## config.mk

```make
export PLATFORM = sky130hd
export DESIGN_NAME = n_clic_stack
export DESIGN_NICKNAME = d
export VERILOG_FILES = /design/src/rtl/n_clic_stack.sv
export SDC_FILE = /design/constraint.sdc
export NUM_CORES = 1
export LEC_CHECK = 0
export ABC_AREA = 1
export ABC_CLOCK_PERIOD_IN_PS = 17500
export BUFFER_PORTS_ARGS = -buffer_cell sky130_fd_sc_hd__buf_2
export CORE_ASPECT_RATIO = 1.75
export CORE_MARGIN = 2
export CORE_UTILIZATION = 35
export CTS_CLUSTER_SIZE = 25
export DETAILED_ROUTE_END_ITERATION = 10
export GPL_ROUTABILITY_DRIVEN = 0
export PLACE_DENSITY = 0.63
export SLEW_MARGIN = 15
export SYNTH_ARGS = -nofsm -noshare
export SYNTH_HDL_FRONTEND = slang
export SYNTH_SLANG_ARGS = --single-unit
```

## constraint.sdc

```tcl
create_clock -name clk -period 17.5 [get_ports clk]
set_clock_uncertainty 0.15 [all_clocks]
set_input_delay 0.875 -clock clk [delete_from_list [all_inputs] [get_ports clk]]
set_output_delay 0.875 -clock clk [all_outputs]
set_load 0.03 [all_outputs]
```

## src/rtl/n_clic_stack.sv

```systemverilog
// n_clic_stack: multi-level nested interrupt controller with a hardware return stack.
// Optional macro N_CLIC_TAIL_CHAIN_EN lets a return chain directly into the next eligible handler.

package n_clic_pkg;
    typedef enum logic [2:0] {
        CSR_NONE = 3'b000,
        CSR_RW   = 3'b001,
        CSR_RS   = 3'b010,
        CSR_RC   = 3'b011,
        CSR_RWI  = 3'b101,
        CSR_RSI  = 3'b110,
        CSR_RCI  = 3'b111
    } csr_op_t;

    typedef enum logic {
        PC_NORMAL    = 1'b0,
        PC_INTERRUPT = 1'b1
    } pc_interrupt_mux_t;
endpackage

module n_clic_stack
    import n_clic_pkg::*;
#(
    parameter int          VecCount   = 8,
    parameter int          PrioWidth  = 3,
    parameter int          StackDepth = 4,
    parameter int          AddrWidth  = 12,
    parameter logic [11:0] CsrBase    = 12'hB00,
    parameter logic [11:0] CsrVecBase = 12'hB40
) (
    input  logic                    clk,
    input  logic                    reset,
    input  logic                    csr_enable,
    input  logic [11:0]             csr_addr,
    input  csr_op_t                 csr_op,
    input  logic [4:0]              rs1_zimm,
    input  logic [31:0]             rs1_data,
    input  logic [VecCount-1:0]     irq,
    input  logic                    ret,
    input  logic [AddrWidth-1:0]    pc_in,
    output logic [31:0]             csr_out,
    output logic [AddrWidth-1:0]    int_addr,
    output pc_interrupt_mux_t       pc_interrupt_sel,
    output logic [PrioWidth-1:0]    level_out,
    output logic                    interrupt_out
);
    localparam int DepthW = $clog2(StackDepth + 1);
    localparam int IdxW   = (StackDepth > 1) ? $clog2(StackDepth) : 1;
    localparam int VecW   = (VecCount > 1) ? $clog2(VecCount) : 1;

    logic [VecCount-1:0]  pending, enable, irq_q, pend_next;
    logic [PrioWidth-1:0] prio    [VecCount];
    logic [AddrWidth-1:0] handler [VecCount];
    logic [AddrWidth-1:0] stack_pc  [StackDepth];
    logic [PrioWidth-1:0] stack_lvl [StackDepth];
    logic [DepthW-1:0]    depth;
    logic [PrioWidth-1:0] level;

    logic [2:0]           op_bits;
    logic [31:0]          operand, csr_rdata, csr_wdata;
    logic                 csr_we;
    logic [VecCount-1:0]  cfg_sel, vec_sel;
    logic [IdxW-1:0]      top_idx, push_idx;
    logic [PrioWidth-1:0] threshold, best;
    logic [VecW-1:0]      winner;
    logic                 found, do_take, do_pop, do_chain;
    logic                 unused_wdata;

    assign op_bits      = csr_op;
    assign operand      = op_bits[2] ? {27'b0, rs1_zimm} : rs1_data;
    assign top_idx      = IdxW'(depth - 1'b1);
    assign push_idx     = IdxW'(depth);
    assign level_out    = level;
    assign csr_out      = csr_enable ? csr_rdata : 32'b0;
    assign unused_wdata = ^csr_wdata;

    always_comb begin
        cfg_sel   = '0;
        vec_sel   = '0;
        csr_rdata = '0;
        for (int i = 0; i < VecCount; i++) begin
            if (csr_addr == CsrBase + 12'(i)) begin
                cfg_sel[i] = 1'b1;
                csr_rdata  = 32'({prio[i], enable[i], pending[i]});
            end
            if (csr_addr == CsrVecBase + 12'(i)) begin
                vec_sel[i] = 1'b1;
                csr_rdata  = 32'(handler[i]);
            end
        end
    end

    // Set/clear forms with a zero operand are pure reads.
    always_comb begin
        csr_wdata = operand;
        csr_we    = 1'b0;
        case (op_bits[1:0])
            2'b01: begin
                csr_wdata = operand;
                csr_we    = csr_enable;
            end
            2'b10: begin
                csr_wdata = csr_rdata | operand;
                csr_we    = csr_enable && (operand != '0);
            end
            2'b11: begin
                csr_wdata = csr_rdata & ~operand;
                csr_we    = csr_enable && (operand != '0);
            end
            default: ;
        endcase
    end

    // Strictly-greater compare in index order gives the lowest index on a priority tie.
    always_comb begin
        threshold = level;
`ifdef N_CLIC_TAIL_CHAIN_EN
        if (ret && depth != '0) threshold = stack_lvl[top_idx];
`endif
        found  = 1'b0;
        winner = '0;
        best   = '0;
        for (int i = 0; i < VecCount; i++) begin
            if (pending[i] && enable[i] && (prio[i] > threshold) && (!found || prio[i] > best)) begin
                found  = 1'b1;
                winner = VecW'(i);
                best   = prio[i];
            end
        end
    end

    always_comb begin
        do_take  = 1'b0;
        do_pop   = 1'b0;
        do_chain = 1'b0;
        if (ret && depth != '0) begin
`ifdef N_CLIC_TAIL_CHAIN_EN
            if (found) do_chain = 1'b1;
            else       do_pop   = 1'b1;
`else
            do_pop = 1'b1;
`endif
        end else if (!ret && found && depth < DepthW'(StackDepth)) begin
            do_take = 1'b1;
        end

        interrupt_out    = do_take;
        pc_interrupt_sel = (do_take || do_pop || do_chain) ? PC_INTERRUPT : PC_NORMAL;
        int_addr         = '0;
        if (do_pop)                  int_addr = stack_pc[top_idx];
        else if (do_take || do_chain) int_addr = handler[winner];
    end

    // A fresh irq edge outranks the take clear, which outranks a CSR write.
    always_comb begin
        pend_next = pending;
        for (int i = 0; i < VecCount; i++) begin
            if (csr_we && cfg_sel[i]) pend_next[i] = csr_wdata[0];
            if ((do_take || do_chain) && winner == VecW'(i)) pend_next[i] = 1'b0;
            if (irq[i] && !irq_q[i]) pend_next[i] = 1'b1;
        end
    end

    always_ff @(posedge clk or posedge reset) begin
        if (reset) begin
            pending <= '0;
            enable  <= '0;
            irq_q   <= '0;
            depth   <= '0;
            level   <= '0;
            for (int i = 0; i < VecCount; i++) begin
                prio[i]    <= '0;
                handler[i] <= '0;
            end
            for (int i = 0; i < StackDepth; i++) begin
                stack_pc[i]  <= '0;
                stack_lvl[i] <= '0;
            end
        end else begin
            irq_q   <= irq;
            pending <= pend_next;
            for (int i = 0; i < VecCount; i++) begin
                if (csr_we && cfg_sel[i]) begin
                    enable[i] <= csr_wdata[1];
                    prio[i]   <= csr_wdata[PrioWidth+1:2];
                end
                if (csr_we && vec_sel[i]) handler[i] <= csr_wdata[AddrWidth-1:0];
            end
            if (do_take) begin
                stack_pc[push_idx]  <= pc_in;
                stack_lvl[push_idx] <= level;
                depth               <= depth + 1'b1;
                level               <= prio[winner];
            end else if (do_chain) begin
                level <= prio[winner];
            end else if (do_pop) begin
                level <= stack_lvl[top_idx];
                depth <= depth - 1'b1;
            end
        end
    end
endmodule

```

==> key figures <==
Yosys
  – Seq/Total Area, Yosys: 39.81%
  – Synth Flop Type: dfrtp_1
  – Cells after Synth: 1922
  – EDFF count, synth: 0
  – Synth cell types: 44
  – Mapped Area: 13200 um^2
  – FF+latch count, synth: 210
  – Synth Area per Inst: 6.868 um^2
  – Syn. warnings: 0
  – Asr flop ratio synth: 100.0%

Floorplan
  – Initial Util: 35.29%
  – FP Rows: 94
  – Core Region: 37400 um^2
  – Die footprint: 39350 um^2
  – Die Width: 150.8 um
  – Die Ht: roughly 260 um
  – I/O pin count: 125

CTS
  – Hold_buf cts: 0
  – Worst skew pair latency: 0.54 ns
  – CTS tree: done
  – Cts bufs inserted: 23
  – Clk slew on worst S/H paths: 0.06 ns
  – Clock Tree Buf Depth: 3
  – Htree depth: 1
  – CTS root buf: clkbuf_16
  – Post-CTS Setup Repair Bufs: 0
  – CTS Sinks: 210
  – Post_cts resized: 0

Final layout
  – Area growth from synthesis to layout: 11.69%
  – Final Instance Count excl. Fillers: 2487
  – Layout cells sized above 1: 11.16%
  – # fillers: roughly 4000
  – Final Instance Area: 14740 um^2
  – Fin nets: 2119
  – Fin util: 39.42%
  – Antenna Cells: 0
  – Most common cell after layout, fill and taps aside: nand2_1
  – Most frequent cells in the layout: nand2_1, dfrtp_1, nor2_1, inv_1, o21ai_0

Pwr
  – P_sw: 0.4632 mW
  – Maximum VDD drop: 0.00008571 V
  – Pwr Density: approximately 91 nW/um^2
  – Switching fraction of total power: 34.55%
  – Gate power share: 25.3%
  – Flop pwr share: 37.7%
  – Leak: 7.706 nW
  – P_int: around 0.88 mW
  – Fraction of power consumed by the clock network: 36.9%
  – Tot Pwr: approximately 1.3 mW

Drt
  – Iter 0 DRT Violations: 987
  – Mean routed wirelength per cell: 17.56 um
  – DR pass1 iterations: 5
  – Via count: 12920
  – # DRC: 0
  – DRT Wirelength: 43660 um
  – Post-route antenna net violation count: 0
  – Vias/cell: 5.193

Timing
  – Final hold slack: between 0.3 and 0.4 ns
  – Setup TNS: 0 ns
  – Period utilization: 72.15%
  – Maximum clock rate: approximately 79 MHz
  – Final Hold Violating Endpoints: 0
  – Measured slew at the worst slew-check pin: 1.078 ns
  – Final setup vio count: 0
  – Final worst slack: a little under 5 ns
  – Max-slew violations: 0
  – Period minus WS final: 12.63 ns
  – RSZ-0062 raised after global routing: no
  – Slew headroom: between 20% and 30%

Placed design
  – Setup WS pre-CTS: 5.526 ns
  – DP Cell Count: 2448
  – PortBufs: 104
  – DP HPWL: 32790 um
  – Placed instance area: between 10000 and 15000 um^2

Global routing
  – Initial antenna violation count: 0
  – Largest net degree at the start of global routing: 128
  – Gr ovfl total: 0
  – First-pass GRT wire length: between 60000 and 70000 um
  – Global Route Usage Sum: 22.45%
  – Vias in the first global route: between 10000 and 15000

Setup path
  – Worst Path Arrival: 11.60 ns
  – Worst setup path class: reg2out
  – Req. time, crit path: approximately 16 ns
  – Slowest cell on crit path: o21bai_4
  – CP Launch Type: register
  – Critical path fanouts, max: 20
  – Crit path largest cell delay: approximately 0.45 ns
  – CP dominant cell by count: nand2_1
  – Crit path capture type: primary output

Status
  – Status: complete, no violations

Min path
  – Hold Path Class: in2reg

Job
  – MaxCap Viol Count: 0
==> state kept, by name, indices dropped and copies added, names as in the netlist <==
register,flops
handler,96
stack_pc,48
prio,24
stack_lvl,12
enable,8
irq_q,8
pending,8
depth,3
level_out,3
==> power by group through the flow <==
stage,logic (mW),clock network (mW),registers [mW]
2_1_floorplan,0.230,0,0.521
3_3_place_gp,0.335,0,0.514
3_5_place_dp,0.342,0,0.515
4_1_cts,0.344,0.503,0.506
5_1_grt,0.381,0.518,0.507
6_report,0.340,0.495,0.506
==> cell usage after synthesis, types with 5 or more instances <==
cell type,n,area (um^2)
nand3_1,96,480.5
nand2_1,756,2838
ha_1,50,625.6
a21oi_1,32,160.2
nand4_1,29,181.4
dfrtp_1,210,5255
inv_1,158,593.1
nor2_2,9,56.30
nor2_1,171,641.9
buf_2,28,140.1
o21ai_1,39,195.2
o21ai_0,151,755.7
a31oi_1,10,62.56
inv_2,11,41.29
o2111ai_1,5,43.79
o22ai_1,16,100.1
clkbuf_1,26,97.59
nand2_2,16,100.1
nor4_1,6,37.54
nor3_1,15,75.07
or2_2,19,118.9
buf_4,26,195.2
nor2_4,5,56.30
==> final timing paths <==
check / depth (start not counted) / slack, ns / start / to
setup reg to reg: 63 / 6.53 / level_out[2]$_DFFE_PP0P_ / pending[2]$_DFFE_PP0P_
hold reg to reg: 2 / 0.33 / stack_lvl[3]$_DFFE_PP0P_ / stack_lvl[3]$_DFFE_PP0P_
hold / removal: 1 / 0.31 / irq[3] / irq_q[3]$_DFF_PP0_
max in group asynchronous: 3 / 15.48 / reset / prio[13]$_DFFE_PP0P_
setup / recovery: 66 / 4.87 / level_out[2]$_DFFE_PP0P_ / int_addr[3]
min in group asynchronous: 2 / 0.35 / reset / handler[9]$_DFFE_PP0P_
==> routing by layer <==
layer	track usage, %	wire, um
met2	41.25	22540
met4	13.03	2719
met1	24.41	16110
met5	0	0
met3	2.780	2292
==> cells by family after synthesis <==
logic type	share of synthesized area, %
adder cells (fa/ha/maj)	4.739
flip-flops	39.81
XOR/XNOR	0.1327
buffers and inverters	8.313
AND/OR/NAND/NOR	36.03
AO/OA/AOI/OAI	10.95
other	0.02841
==> layout make-up <==
| type | count | area, um^2 | share of cell area, % |
|---|---|---|---|
| Timing Repair Buffer | 111 | 576.8 | 3.912 |
| Clock buffer | 33 | 673.1 | 4.566 |
| Multi-Input combinational cell | 1478 | 6930 | 47.01 |
| Inverter | 169 | 641.9 | 4.354 |
| Tap cell | 480 | 600.6 | 4.074 |
| Sequential cell | 210 | 5255 | 35.64 |
| Clock inverter | 6 | 65.06 | 0.4413 |
==> worst max-delay path, delay by kind of cell (launching register included) <==
| family | cells | cell delay [ns] |
|---|---|---|
| AO/OA/AOI/OAI | 18 | 2.88 |
| adder cells (fa/ha/maj) | 8 | 2.59 |
| buffers and inverters | 5 | 1.06 |
| flip-flops | 1 | 0.37 |
| AND/OR/NAND/NOR | 35 | 4.09 |
Power figures use the tool's default switching activity.
